## config.mk

```make
export PLATFORM = sky130hd
export DESIGN_NAME = param_stack
export DESIGN_NICKNAME = d
export VERILOG_FILES = /design/src/rtl/param_stack.sv
export SDC_FILE = /design/constraint.sdc
export NUM_CORES = 1
export LEC_CHECK = 0
export ABC_CLOCK_PERIOD_IN_PS = 9900
export BUFFER_PORTS_ARGS = -buffer_cell sky130_fd_sc_hd__buf_2
export CAP_MARGIN = 30
export CORE_MARGIN = 5
export CORE_UTILIZATION = 54
export CTS_CLUSTER_DIAMETER = 50
export DETAILED_ROUTE_END_ITERATION = 16
export PLACE_DENSITY_LB_ADDON = 0.15
export SYNTH_ARGS = -nofsm -noshare
export SYNTH_HDL_FRONTEND = slang
export SYNTH_SLANG_ARGS = --single-unit
```

## constraint.sdc

```tcl
create_clock -name clk -period 9.9 [get_ports clk]
set_input_delay 0.99 -clock clk [delete_from_list [all_inputs] [get_ports clk]]
set_output_delay 0.99 -clock clk [all_outputs]
set_load 0.02 [all_outputs]
```

## src/rtl/param_stack.sv

```systemverilog
// param_stack: parameterised LIFO stack with registered pop data, combinational
// top-of-stack peek, occupancy count and sticky overflow/underflow flags.
// Ports:
//   clk, rst        - sole clock, synchronous active-high reset
//   clear           - synchronous flush (count and flags to zero, dout held)
//   push, pop, din  - stack operations; both together replace the top entry
//   dout,dout_valid - registered popped data and its one-cycle strobe
//   top             - combinational peek of the current top entry (0 when empty)
//   count           - occupancy 0..DEPTH
//   empty, full     - combinational decodes of count
//   overflow        - sticky: a push was rejected
//   underflow       - sticky: a pop was rejected
module param_stack #(
  parameter  int unsigned WIDTH = 8,
  parameter  int unsigned DEPTH = 64,
  localparam int unsigned CNT_W = $clog2(DEPTH) + 1
) (
  input  logic             clk,
  input  logic             rst,
  input  logic             clear,
  input  logic             push,
  input  logic             pop,
  input  logic [WIDTH-1:0] din,
  output logic [WIDTH-1:0] dout,
  output logic             dout_valid,
  output logic [WIDTH-1:0] top,
  output logic [CNT_W-1:0] count,
  output logic             empty,
  output logic             full,
  output logic             overflow,
  output logic             underflow
);

  localparam int unsigned AW = $clog2(DEPTH);

  logic [WIDTH-1:0] mem_q [DEPTH];
  logic [CNT_W-1:0] count_q, count_d;
  logic [WIDTH-1:0] dout_q, dout_d;
  logic             dout_valid_q, dout_valid_d;
  logic             overflow_q, overflow_d;
  logic             underflow_q, underflow_d;

  logic             we_c;
  logic [AW-1:0]    waddr_c;
  logic [AW-1:0]    top_idx_c;
  logic             empty_c;
  logic             full_c;

  assign empty_c   = (count_q == '0);
  assign full_c    = (count_q == CNT_W'(DEPTH));
  // Index of the top entry; only meaningful while not empty.
  assign top_idx_c = AW'(count_q - CNT_W'(1));

  // Next-state decode of one operation per edge; rst is applied in the register block.
  always_comb begin
    count_d      = count_q;
    dout_d       = dout_q;
    dout_valid_d = 1'b0;
    overflow_d   = overflow_q;
    underflow_d  = underflow_q;
    we_c         = 1'b0;
    waddr_c      = '0;

    if (clear) begin
      count_d     = '0;
      overflow_d  = 1'b0;
      underflow_d = 1'b0;
    end else begin
      unique case ({push, pop})
        2'b10: begin
          if (full_c) begin
            overflow_d = 1'b1;
          end else begin
            we_c    = 1'b1;
            waddr_c = AW'(count_q);
            count_d = count_q + CNT_W'(1);
          end
        end
        2'b01: begin
          if (empty_c) begin
            underflow_d = 1'b1;
          end else begin
            dout_d       = mem_q[top_idx_c];
            dout_valid_d = 1'b1;
            count_d      = count_q - CNT_W'(1);
          end
        end
        2'b11: begin
          // Replace the top entry, or bypass din straight to dout when empty.
          dout_valid_d = 1'b1;
          if (empty_c) begin
            dout_d = din;
          end else begin
            dout_d  = mem_q[top_idx_c];
            we_c    = 1'b1;
            waddr_c = top_idx_c;
          end
        end
        default: begin
        end
      endcase
    end
  end

  // Control and output registers.
  always_ff @(posedge clk) begin
    if (rst) begin
      count_q      <= '0;
      dout_q       <= '0;
      dout_valid_q <= 1'b0;
      overflow_q   <= 1'b0;
      underflow_q  <= 1'b0;
    end else begin
      count_q      <= count_d;
      dout_q       <= dout_d;
      dout_valid_q <= dout_valid_d;
      overflow_q   <= overflow_d;
      underflow_q  <= underflow_d;
    end
  end

  // Storage array is not reset; stale entries are hidden because top reads zero while empty.
  always_ff @(posedge clk) begin
    if (!rst && we_c) begin
      mem_q[waddr_c] <= din;
    end
  end

  assign dout       = dout_q;
  assign dout_valid = dout_valid_q;
  assign count      = count_q;
  assign empty      = empty_c;
  assign full       = full_c;
  assign overflow   = overflow_q;
  assign underflow  = underflow_q;
  assign top        = empty_c ? '0 : mem_q[top_idx_c];

endmodule

```

# Word-level counts from Yosys, hierarchy flattened
# Memories as Yosys holds them, arrays and structs flattened.
# Index checks and enable logic that the tools add are counted.
# Widths: inputs -> output; s select.
# word_totals
inputBits	13
wordCells	43
ff_bits	18
mem_bits_rw	512
output_inout_bits	28
mem_count	1
# mem_list
name	words	width	read_ports	rd_clocked_by_memory_dff	write_ports	line	text
mem_q	64	8	1	0	1	36	logic [WIDTH-1:0] mem_q [DEPTH];
# op_classes
mux	18
n_bitwise	1
n_eq_ne	6
n_reduce_logical	10
n_addsub	2
# ops
cell	n
$mux 8	3
$mux 6	3
$pmux 8 s2	1
$mux 7	2
$pmux 7 s2	1
$pmux 6 s2	1
$add 7x1->7 const B	1
$eq 7x7->1 const B	1
$logic_not 7->1	1
$sub 7x1->7 const B	1
$reduce_and 3->1	2
$mux 1	5
$eq 2x2->1 const B	2
$ne 2x2->1 const B	2
$pmux 1 s2	2
$reduce_and 2->1	2
$reduce_bool 2->1	2
$eq 2x1->1 const B	1
$reduce_or 2->1	1
$logic_and 1x1->1	1
$logic_not 1->1	1
$not 1->1	1

# Depth between registers and ports, before layout
# Gate-level depths: netlist (run 1).
# logic_depth
ltp_word	7
depth_mapped	13
ltp_nobuf	7

# Worst setup path before layout (run 1)
# No wires, ideal clock.
# synth_path
path_type	register to output
from	reg count_q[0] (netlist: count[0])
to	out top[0]
n_path_buf	5
t_required_ns	8.910
setup_slack_ns	5.588
t_arrival_ns	3.322
path_stages_with_launch	13
cell_sequence	dfxtp_1 buf_2 inv_1 buf_2 buf_2 ha_1 buf_2 xor2_1 buf_2 mux4_2 a22oi_1 nand4_1 a21oi_1
# synth_via
elab_chain_len	3
elab_cells_between_ends	4
classes_between	add/sub (1); mux (1); reduce/logical (1); memory (1)
# synth_rtl
element	line	text
start, declared	37	logic [CNT_W-1:0] count_q, count_d;
start signal, assigned	114	count_q <= count_d;
$sub 7x1->7	--	
$mem_v2 64x8	--	
$mux 8 *	136	assign top = empty_c ? '0 : mem_q[top_idx_c];
end, declared	26	output logic [WIDTH-1:0] top,
# Mark *: on every way between the ends. The rest lies on a longest branch, timed or not.

# Worst setup path in the final report (run 1)
# layout_path
from	reg count_q[0] (netlist: count[0])
to	out top[3]
# Same word-level chain as after synthesis.

==> impl_summary.log, run 1 <==
INFO  metric worstPathCellList = inv_1, ha_4, buf_4, mux2i_1, mux4_2, a211oi_1, nand4_1, a21oi_1, buf_2
INFO  metric synth-seq-cells = between 500 and 600
INFO  metric clock_skew = between 0.02 and 0.03 ns
INFO  metric area_added_between_synthesis_and_finish = 13.0%
INFO  metric post_place_worst_slack = 4.37 ns
INFO  metric global_route.overflow_total = 0
INFO  metric arrival = approximately 5.1 ns
INFO  metric finalWorstPathRequiredPeriod = just over 6 ns
INFO  metric grt_pass1_wl = approximately 77 mm
INFO  metric boundaryPins = 41
INFO  metric synth-edff-count = roughly 510
INFO  metric core.rowCount = 73
INFO  metric highest_layer = met4
INFO  metric met1_length = 21.2 mm
INFO  metric die-area = ~44000 um^2
INFO  metric rr_endpoint = mem_q[9][2]
INFO  metric cts-hold-fix-buffers = 0
INFO  metric finalSetupViolations = 0
INFO  metric most-common-layout-cells = 512 x edfxtp_1, 148 x nor2_1, 112 x mux4_2, 64 x mux2i_1, 56 x clkbuf_16
INFO  metric hp-start = overflow
INFO  metric post_route_antenna_net_violation_count = 0
INFO  metric synth_top_area_share = ~70%
INFO  metric power.share.switching = roughly 23%
INFO  metric outcome = finished clean
INFO  metric seq_area_frac_synth = a little over 70%
INFO  metric library_cell_occupying_the_most_area_in_the_post_synthesis_netlist = edfxtp_1
INFO  metric routed-wl-met2 = 24.1 mm
INFO  metric routabilityCongestion = around 0.83
INFO  metric avgSynthCellArea = between 15 and 20 um^2
INFO  metric worst_setup_path_startpoint = count[0]
INFO  metric clock_share_of_power = a little over two fifths
INFO  metric timing.critical_path.from_type = flip-flop
INFO  metric clock-root-buffer = clkbuf_16
INFO  metric fillers = 2847
INFO  metric timing.setup.tns = 0 ns
INFO  metric power.share.sequential = 50.1%
INFO  metric reg2reg_setup_slack = approximately 4.4 ns
INFO  metric first_global_vias = 11700
INFO  metric synth.cell_area = around 22000 um^2
INFO  metric place.detailed.instances = roughly 1700
INFO  metric worst_ep_required_time = about 8.9 ns
INFO  metric dieHeight = around 210 um
INFO  metric whs_endpoint = overflow
INFO  metric synth_async_sr_flop_share = 0%
INFO  metric worst_path_largest_cell_delay = approximately 0.90 ns
INFO  metric worst-slew-pin-transition = about 1.1 ns
INFO  metric min_period_over_period = 61.4%
INFO  metric initial_core_util = 54.5%
INFO  metric num-nets-final = 1274
INFO  metric path_clk_slew = about 0.060 ns
INFO  metric synth_fp_nets = ~1200
INFO  metric type_of_the_worst_setup_path = flip-flop to output pin
INFO  metric timing.critical_path.to_type = output pin
INFO  metric core_area = between 30000 and 40000 um^2
INFO  metric pwr-share-comb = under 10%
INFO  metric cts_inserted_buffers = 55
INFO  metric timing.fmax = approximately 160 MHz
INFO  metric timing.final.ws_setup = 3.82 ns
INFO  metric dieWidth = around 210 um
INFO  metric drive_gt1_share = 24.3%
INFO  metric clock_tree.htree_level_count = 2
INFO  metric cts_resizes = 0
INFO  metric final-max-slew-violation-count = 0
INFO  metric first_pass_iters = 7
INFO  metric drv_cap = 0
INFO  metric path_max_fanout = 53
INFO  metric grt_setup_unrepaired = no
INFO  metric hold_viol = 0
INFO  metric synthesis.yosys.warnings = 0
INFO  metric remaining_max_slew_budget_at_the_tightest_pin = between 20 and 30%
INFO  metric max_vdd_drop = 190 uV
INFO  metric grt_usage = 23.4%
INFO  metric dp_hpwl = ~31 mm
INFO  metric critical_path.reg2reg.startpoint = count[0]
INFO  metric drt-vias-per-instance = roughly 6.4
INFO  metric count_of_unresolved_drc_violations_after_routing = 0
INFO  metric cts_num_sinks = 530
INFO  metric drt_first_iter_violations = around 1300
INFO  metric clock_insertion_delay_worst_skew = 0.61 ns
INFO  metric timing.reg2reg.worst_path_depth = 8
INFO  metric clock_tree.buffer_depth = 3
INFO  metric p_int = roughly 3.8 mW
INFO  metric io_buffer_count = 40
INFO  metric tritoncts = yes
INFO  metric worstHoldPathCells = 2
INFO  metric switching_power = approximately 1.1 mW
INFO  metric grt_antenna_before_repair = 0
INFO  metric timing.hold.worst.class = flip-flop to flip-flop
INFO  metric dominantRegCellSynth = edfxtp_1
INFO  metric detail_route.wirelength = 51.3 mm
INFO  metric grt_max_degree = 66
INFO  metric power_density = slightly above 200 nW/um^2
INFO  metric antenna-diode-count = 0
INFO  metric wl_per_cell = roughly 28 um
INFO  metric leakagePower = about 7.6 nW
INFO  metric wl_met3 = 4.69 mm
INFO  metric layout_commonest_cell = edfxtp_1
INFO  metric post_synth_inst_count = between 1000 and 1500
INFO  metric num_vias = 11700
INFO  metric layoutNonFillerInstCount = roughly 1800
INFO  metric slowest_stage = ha_4
INFO  metric post_cts_buffers = 0
INFO  metric synth_cell_types = 62
INFO  metric yosys-top-cells-area = edfxtp_1 71%, mux4_2 12%, mux2i_1 3.0%, nor2_1 2.6%, dfxtp_1 1.7%
-- registers in the layout (all words and copies together) (netlist names) --
signal	cells
count	7
dout	8
dout_valid	1
mem_q	512
overflow	1
underflow	1
-- layout make-up --
type	instances	area (um^2)	area share, %
timing repair buffer	89	588	2.40
clock buffer	68	1480	6.03
tap	525	657	2.69
multi-input combinational	574	5620	23.0
sequential	530	15700	64.3
clock inverter	33	352	1.44
inverter	8	30.0	0.123
-- synth_stat cells (all sizes together), types with 2 or more instances --
library cell / number
a211oi: 9
o31ai: 4
nor2b: 7
edfxtp: 512
ha: 3
o2111ai: 4
a21oi: 17
nand3: 2
xnor2: 7
o311ai: 5
nand2: 6
o22ai: 53
o221ai: 8
buf: 48
nor2: 148
and2: 4
inv: 6
clkinv: 2
o21a: 2
or2: 2
nand4: 17
a2111oi: 2
a21o: 2
o21ai: 6
nor4: 19
a22oi: 8
mux2i: 64
nor3b: 4
nor3: 14
clkbuf: 27
mux4: 112
a311oi: 4
a31oi: 12
xor2: 2
nand2b: 5
or3: 2
nand3b: 4
dfxtp: 18
or3b: 4
-- worst max-delay path, delay by kind of cell (launching register included) --
| family | cells | cell delay (ns) |
|---|---|---|
| multiplexers | 2 | 0.70 |
| AO/OA/AOI/OAI | 2 | 0.67 |
| AND/OR/NAND/NOR | 1 | 0.24 |
| flip-flops | 1 | 0.73 |
| adder cells (fa/ha/maj) | 1 | 0.90 |
| buffers and inverters | 3 | 1.17 |
-- through the flow --
step	total power [mW]	hold slack [ns]	cell area, um^2	util (%)
finish	4.93	0.472	24500	61.6
global route	5.08	0.484	24500	61.6
CTS	4.96	0.476	24400	61.5
detailed placement	2.90	0.462	22600	56.9
global placement	2.90	0.447	22600	56.9
floorplan	2.76	0.573	21700	-
-- power by group through the flow --
stage / clock network (mW) / registers [mW] / logic (mW)
2_1_floorplan: 0 / 2.52 / 0.239
3_3_place_gp: 0 / 2.52 / 0.381
3_5_place_dp: 0 / 2.52 / 0.385
4_1_cts: 2.10 / 2.47 / 0.386
5_1_grt: 2.20 / 2.47 / 0.410
6_report: 2.07 / 2.47 / 0.385
-- cell families after synthesis --
| logic type | after synthesis | synth area share [%] |
|---|---|---|
| fa+ha+maj | 3 | 0.173 |
| flops | 530 | 72.7 |
| buf+inv | 83 | 1.75 |
| mux | 177 | 14.7 |
| simple gates | 244 | 5.41 |
| xor+xnor | 9 | 0.364 |
| compound gates | 141 | 5.00 |
-- worst max path at each step --
stage	end	slack (ns)
floorplan	top[0]	5.59
finish	top[3]	3.82
detailed placement	top[3]	4.37
global placement	mem_q[9][7]	4.08
CTS	top[3]	3.73
global route	top[3]	3.57
-- layer usage --
metal / vias up / GRT usage [%]
met2: 575 / 36.1
met3: 100 / 5.37
met1: 6030 / 34.2
met5: - / 0
met4: 0 / 6.48
li1: 5030 / -
(Power assumes the default switching activity.)
==> run 2: changes to the inputs <==
Settings changed: ABC_AREA set to 1, ABC_CLOCK_PERIOD_IN_PS 9900 to 5800.
Clock period 9.9 ns to 5.8 ns, I/O delays scaled along.
==> run 2 against run 1 <==
  * First-iteration DRC count increased by 21%
  * Flip-flop and latch count did not move
  * Total power rose by 66%
  * Core utilization down 1.9 points
  * Area after synthesis rose by 4.6%
  * Clock-buffer cell count is 1 higher
  * Register-to-register slack worse by 2.6 ns
  * Wire length increased by 15%
  * Critical path type unchanged
==> impl_summary.log, run 2 <==
INFO  metric power.share.sequential = about half
INFO  metric arrival = 4.15 ns
INFO  metric drv_cap = 0
INFO  metric cts_num_sinks = 530
INFO  metric power.share.switching = between 20% and 30%
INFO  metric largest_register_ffs = about 510
INFO  metric io_buffer_count = 40
INFO  metric critical-path-top-delay-family = buffers and inverters
INFO  metric clock_tree.buffer_depth = 3
INFO  metric timing.critical_path.from_type = flip-flop
INFO  metric critical_path.reg2reg.startpoint = count[0]
INFO  metric finalWorstPathRequiredPeriod = 4.73 ns
INFO  metric global_route.overflow_total = 0
INFO  metric slowest_stage = buf_4
INFO  metric first_global_vias = approximately 15000
INFO  metric final-max-slew-violation-count = 0
INFO  metric count_of_unresolved_drc_violations_after_routing = 0
INFO  metric type_of_the_worst_setup_path = flip-flop to output pin
INFO  metric initial_core_util = 54.3%
INFO  metric num-nets-final = 2165
INFO  metric timing.hold.worst.class = input pin to flip-flop
INFO  metric avgSynthCellArea = roughly 11 um^2
INFO  metric leakagePower = 9.65 nW
INFO  metric path_clk_slew = about 0.060 ns
INFO  metric clock-root-buffer = clkbuf_16
INFO  metric clock_skew = a little under 0.03 ns
INFO  metric layout_commonest_cell = nand2_1
INFO  metric grt_pass1_wl = ~90 mm
INFO  metric rr_endpoint = mem_q[16][6]
INFO  metric dieHeight = around 210 um
INFO  metric synth_async_sr_flop_share = 0%
INFO  metric tritoncts = yes
INFO  metric drive_gt1_share = 7.80%
INFO  metric core.rowCount = between 70 and 80
INFO  metric post_place_worst_slack = around 1.8 ns
INFO  metric yosys-top-cells-area = edfxtp_1 68%, nand2_1 11%, nand3_1 8.1%, inv_1 3.2%, nor2_1 2.0%
INFO  metric timing.reg2reg.worst_path_depth = 10
INFO  metric detail_route.wirelength = ~60 mm
INFO  metric num_vias = about 15000
INFO  metric worst_path_largest_cell_delay = 0.86 ns
INFO  metric hold_viol = 0
INFO  metric drt-vias-per-instance = 5.65
INFO  metric cts_inserted_buffers = 53
INFO  metric dieWidth = about 210 um
INFO  metric pwr-share-comb = 9.6%
INFO  metric seq_area_frac_synth = a little over two thirds
INFO  metric worst-slew-pin-transition = 1.05 ns
INFO  metric post_synth_inst_count = approximately 2100
INFO  metric grt_max_degree = approximately 200
INFO  metric die-area = about 46000 um^2
INFO  metric reg2reg_setup_slack = ~1.8 ns
INFO  metric worstPathCellList = buf_12, buf_4, nand2_1, nand2_1, nand2_1, nand3_1, nand3_1, nand3_1, nand3_1, a21oi_1, buf_2
INFO  metric cpMostUsedCell = nand3_1
INFO  metric clock_insertion_delay_worst_skew = roughly 0.6 ns
INFO  metric synth_cell_types = 33
INFO  metric max_vdd_drop = roughly 300 uV
INFO  metric synth_most_common_cell = nand2_1
INFO  metric area_added_between_synthesis_and_finish = 9.92%
INFO  metric power_density = approximately 330 nW/um^2
INFO  metric worst_setup_path_startpoint = count[0]
INFO  metric path_max_fanout = about 200
INFO  metric boundaryPins = 41
INFO  metric min_period_over_period = 81.6%
INFO  metric timing.fmax = 211 MHz
INFO  metric clock_share_of_power = between 30 and 40%
INFO  metric dp_hpwl = about 34 mm
INFO  metric synth-seq-cells = 530
INFO  metric synth.cell_area = ~23000 um^2
INFO  metric worstSetupEndpoint = top[3]
INFO  metric timing.critical_path.to_type = output pin
INFO  metric wl_per_cell = about 22 um
INFO  metric fillers = 3447
INFO  metric grt_usage = ~25%
INFO  metric core_area = about 42000 um^2
INFO  metric grt_setup_unrepaired = no
INFO  metric dominantRegCellSynth = edfxtp_1
INFO  metric remaining_max_slew_budget_at_the_tightest_pin = approximately 30%
INFO  metric post_route_antenna_net_violation_count = 0
INFO  metric library_cell_occupying_the_most_area_in_the_post_synthesis_netlist = edfxtp_1
INFO  metric timing.setup.tns = 0 ns
INFO  metric regMostFlops = mem_q
INFO  metric cts_resizes = 0
INFO  metric finalSetupViolations = 0
INFO  metric switching_power = approximately 2.0 mW
INFO  metric synthesis.yosys.warnings = 0
INFO  metric synth_top_area_share = between 60% and 70%
INFO  metric p_int = between 6 and 7 mW
INFO  metric worstSetupPathDepth = 11
INFO  metric synth_commonest_cells = 687 x nand2_1, 512 x edfxtp_1, 365 x nand3_1, 194 x inv_1, 119 x nor2_1
INFO  metric synth_fp_nets = around 2200
INFO  metric clock_tree.htree_level_count = 2
INFO  metric most-common-layout-cells = 686 x nand2_1, 512 x edfxtp_1, 365 x nand3_1, 193 x inv_1, 118 x nor2_1
INFO  metric synth-edff-count = just over 500
INFO  metric first_pass_iters = 5
INFO  metric grt_antenna_before_repair = 1
INFO  metric post_cts_buffers = 0
INFO  metric timing.final.ws_setup = roughly 1.1 ns
INFO  metric worst_ep_required_time = around 5.2 ns
INFO  metric finalHoldWorstSlack = roughly 0.20 ns
INFO  metric outcome = finished clean
INFO  metric antenna-diode-count = 0
INFO  metric cts-hold-fix-buffers = 0
INFO  metric routabilityCongestion = just under 0.9
INFO  metric critPathBufInv = 3
INFO  metric drt_first_iter_violations = roughly 1600
-- run 2: cell count changes after synthesis, sizes merged, moves of 25 or more --
| cell | delta |
|---|---|
| nand2 | +691 |
| nand3 | +365 |
| inv | +196 |
| mux4 | -112 |
| mux2i | -64 |
| o22ai | -50 |
| o21ai | +33 |
| clkbuf | +30 |
| o211ai | +25 |
-- run 2: power groups by stage --
stage	Combinational, mW	Sequential [mW]	Clock [mW]
final	0.790	4.21	3.20
after global routing	0.851	4.21	3.42
after CTS	0.783	4.21	3.25
after detailed placement	0.780	4.29	0
after global placement	0.775	4.29	0
after floorplan	0.452	4.30	0
-- run 2: cells by family (layout without fill, tap and decap cells) --
group | count (synthesis) | count (layout) | share of synthesized area [%]
xor+xnor | 4 | 4 | 0.188
flops | 530 | 530 | 69.5
fa+ha+maj | 3 | 3 | 0.166
buf+inv | 312 | 360 | 5.38
compound gates | 103 | 103 | 2.77
simple gates | 1192 | 1192 | 22.0
-- run 2: worst min path at each step --
stage	endpoint	depth (start not counted)	startpoint
final	dout_valid	2	rst
after global routing	dout_valid	2	rst
after CTS	dout_valid	2	rst
after detailed placement	overflow	2	overflow
after global placement	overflow	2	overflow
after floorplan	underflow	2	underflow
-- run 2: per-stage QoR --
step	utilization, %	power, mW	instance area, um^2	std cells
3_5_place_dp	55.7	5.07	23300	2633
5_1_grt	59.6	8.48	24900	2731
4_1_cts	59.6	8.25	24900	2731
6_report	59.6	8.21	24900	2731
2_1_floorplan	-	4.75	22700	2144
3_3_place_gp	55.7	5.07	23300	2633
-- run 2: routing by layer --
layer	GRT usage, %	vias up	part of all wire [%]
li1	-	7248	-
met1	34.8	7415	41
met2	41.0	652	47
met3	4.83	121	8.1
met4	8.80	2	3.6
met5	0	-	0.020
-- run 2: cell type report --
cell class                 instances  area [um^2]  share of cell area, %
clock buffer                      69         1460                   5.86
clock inverter                    29          164                  0.658
inverter                         202          766                   3.07
sequential                       530        15700                   63.2
timing repair buffer              60          375                   1.51
tap                              539          674                   2.71
multi-input combinational       1302         5730                   23.0
==> run 3: changes to the inputs <==
Settings changed: ABC_CLOCK_PERIOD_IN_PS 5800 to 4100.
Clock period 5.8 ns to 4.1 ns, I/O delays scaled along.
==> run 3 against run 2 <==
  * Total power grew 48%
  * Flip-flop and latch count is the same
  * Register-to-register slack worse by 1.2 ns
  * Global-route usage barely moved
  * Cell count up 0.81%
  * Final area increased by 1.8%
==> impl_summary.log, run 3 (synthesis gave the netlist of run 2 again) <==
INFO  metric grt_max_degree = about 180
INFO  metric remaining_max_slew_budget_at_the_tightest_pin = between 40% and 50%
INFO  metric dp_hpwl = roughly 36 mm
INFO  metric met1_length = around 24 mm
INFO  metric drv_cap = 0
INFO  metric place_area = 23400 um^2
INFO  metric worstHoldPathCells = 1
INFO  metric worst_ep_required_time = roughly 3.7 ns
INFO  metric clock-root-buffer = clkbuf_16
INFO  metric cts_num_sinks = 530
INFO  metric timing.reg2reg.worst_path_depth = 11
INFO  metric grt_usage = about a quarter
INFO  metric reg2reg_setup_slack = roughly 0.58 ns
INFO  metric fillers = roughly 3400
INFO  metric wl_met3 = 4.45 mm
INFO  metric clock_tree.htree_level_count = 2
INFO  metric worstPathCellList = buf_4, buf_16, nand2_1, nand2_1, nand2_1, nand3_1, nand3_1, nand3_1, nand3_1, a21oi_1, buf_2
INFO  metric tritoncts = yes
INFO  metric timing.fmax = roughly 260 MHz
INFO  metric grt_pass1_wl = about 90 mm
INFO  metric timing.critical_path.to_type = output pin
INFO  metric min_period_over_period = between 90% and 100%
INFO  metric wl_per_cell = ~21 um
INFO  metric area_added_between_synthesis_and_finish = 11.9%
INFO  metric dieWidth = between 200 and 250 um
INFO  metric type_of_the_worst_setup_path = flip-flop to output pin
INFO  metric finalWorstPathRequiredPeriod = roughly 3.9 ns
INFO  metric die-area = ~46000 um^2
INFO  metric leakagePower = ~9.9 nW
INFO  metric routabilityCongestion = 0.896
INFO  metric critPathBufInv = 3
INFO  metric slowest_stage = buf_16
INFO  metric post_route_antenna_net_violation_count = 0
INFO  metric drt_first_iter_violations = approximately 1700
INFO  metric first_global_vias = 15000
INFO  metric core_area = about 42000 um^2
INFO  metric post_place_worst_slack = slightly below 0.6 ns
INFO  metric clock_skew = about 0.027 ns
INFO  metric drive_gt1_share = between 8 and 9%
INFO  metric largest_register_ffs = ~500
INFO  metric detail_route.wirelength = between 50 and 60 mm
INFO  metric worst_path_largest_cell_delay = 0.55 ns
INFO  metric hold_viol = 0
INFO  metric power_density = about 480 nW/um^2
INFO  metric timing.setup.tns = 0 ns
INFO  metric num_vias = 15500
INFO  metric clock_insertion_delay_worst_skew = 0.62 ns
INFO  metric dieHeight = between 200 and 250 um
INFO  metric regMostFlops = mem_q
INFO  metric highest_layer = met4
INFO  metric path_max_fanout = approximately 180
INFO  metric timing.final.ws_setup = about 0.22 ns
INFO  metric global_route.overflow_total = 0
INFO  metric total_power = between 10 and 15 mW
INFO  metric io_buffer_count = 40
INFO  metric timing.hold.worst.class = input pin to flip-flop
INFO  metric critical-path-top-delay-family = buffers and inverters
INFO  metric final-max-slew-violation-count = 0
INFO  metric layout_commonest_cell = nand2_1
INFO  metric routed-wl-met2 = ~28 mm
INFO  metric initial_core_util = approximately 54%
INFO  metric finalSetupViolations = 0
INFO  metric timing.critical_path.from_type = flip-flop
INFO  metric count_of_unresolved_drc_violations_after_routing = 0
INFO  metric boundaryPins = between 40 and 50
INFO  metric final_core_util = around three fifths
INFO  metric max_vdd_drop = 411 uV
INFO  metric design_area = between 20000 and 30000 um^2
INFO  metric grt_antenna_before_repair = 0
INFO  metric whs_endpoint = mem_q[28][3]
INFO  metric arrival = between 3 and 4 ns
INFO  metric worst-slew-pin-transition = around 0.89 ns
INFO  metric core.rowCount = 75
INFO  metric hp-start = din[3]
INFO  metric rr_endpoint = mem_q[36][7]
INFO  metric path_clk_slew = around 0.060 ns
INFO  metric grt_setup_unrepaired = no
INFO  metric outcome = finished clean
INFO  metric num-nets-final = about 2200
INFO  metric first_pass_iters = 7
INFO  metric critical_path.reg2reg.startpoint = count[1]
INFO  metric drt-vias-per-instance = between 5 and 6
INFO  metric most-common-layout-cells = 686 x nand2_1, 512 x edfxtp_1, 365 x nand3_1, 193 x inv_1, 118 x nor2_1
INFO  metric cpMostUsedCell = nand3_1
INFO  metric clock_tree.buffer_depth = 3
INFO  metric cts_inserted_buffers = 57
[run 3: changes by cell type in the layout (fill, tap and decap cells not counted), sizes merged]
cell	delta
clkinv	+1
bufinv	+5
diode	+1
buf	+14
dlygate4sd3	+1
[run 3: final cells by class]
type	count	area [um^2]	area share, %
flip-flops and latches	530	15700	62.1
multi-input cells	1302	5730	22.6
clock buffers	69	1510	5.97
inverters	202	766	3.02
well taps	539	674	2.66
repair buffers	75	596	2.35
clock inverters	35	330	1.30
diodes	1	2.50	0.00987
[run 3: worst max path at each step]
stage                   from           end  slack, ns  depth (start not counted)
floorplan           count[0]  mem_q[12][0]       0.72                         13
global placement    count[1]  mem_q[12][2]       0.71                          7
detailed placement  count[1]  mem_q[60][0]       0.59                          7
CTS                 count[1]        top[7]       0.10                         13
global route        count[0]        top[3]      0.007                         11
finish              count[0]        top[4]       0.22                         11
[run 3: routing by layer]
layer	vias to the layer above	track usage [%]
li1	7284	-
met1	7440	35.1
met2	620	40.5
met3	153	4.40
met4	0	9.77
met5	-	0
[run 3: stage by stage]
stage	hold WS, ns	cells
after floorplan	0.482	2144
after global placement	0.455	2643
after detailed placement	0.474	2645
after CTS	0.213	2750
after global routing	0.221	2752
final	0.223	2753
[run 3: timing repair]
action | 4_1_cts | 5_1_grt
setup endpoints to repair | 0 | 8
gates resized for setup | 0 | 7
hold endpoints to repair | 1 | 0
hold buffers | 1 | 0
setup buffers | 0 | 1
[run 3: report_power, final]
part           switching [mW]  leakage, nW  total (mW)  internal (mW)
logic                   0.870         4.21        1.17          0.296
clock network            2.07        0.898        5.06           2.99
registers             0.00946         4.75        5.96           5.95
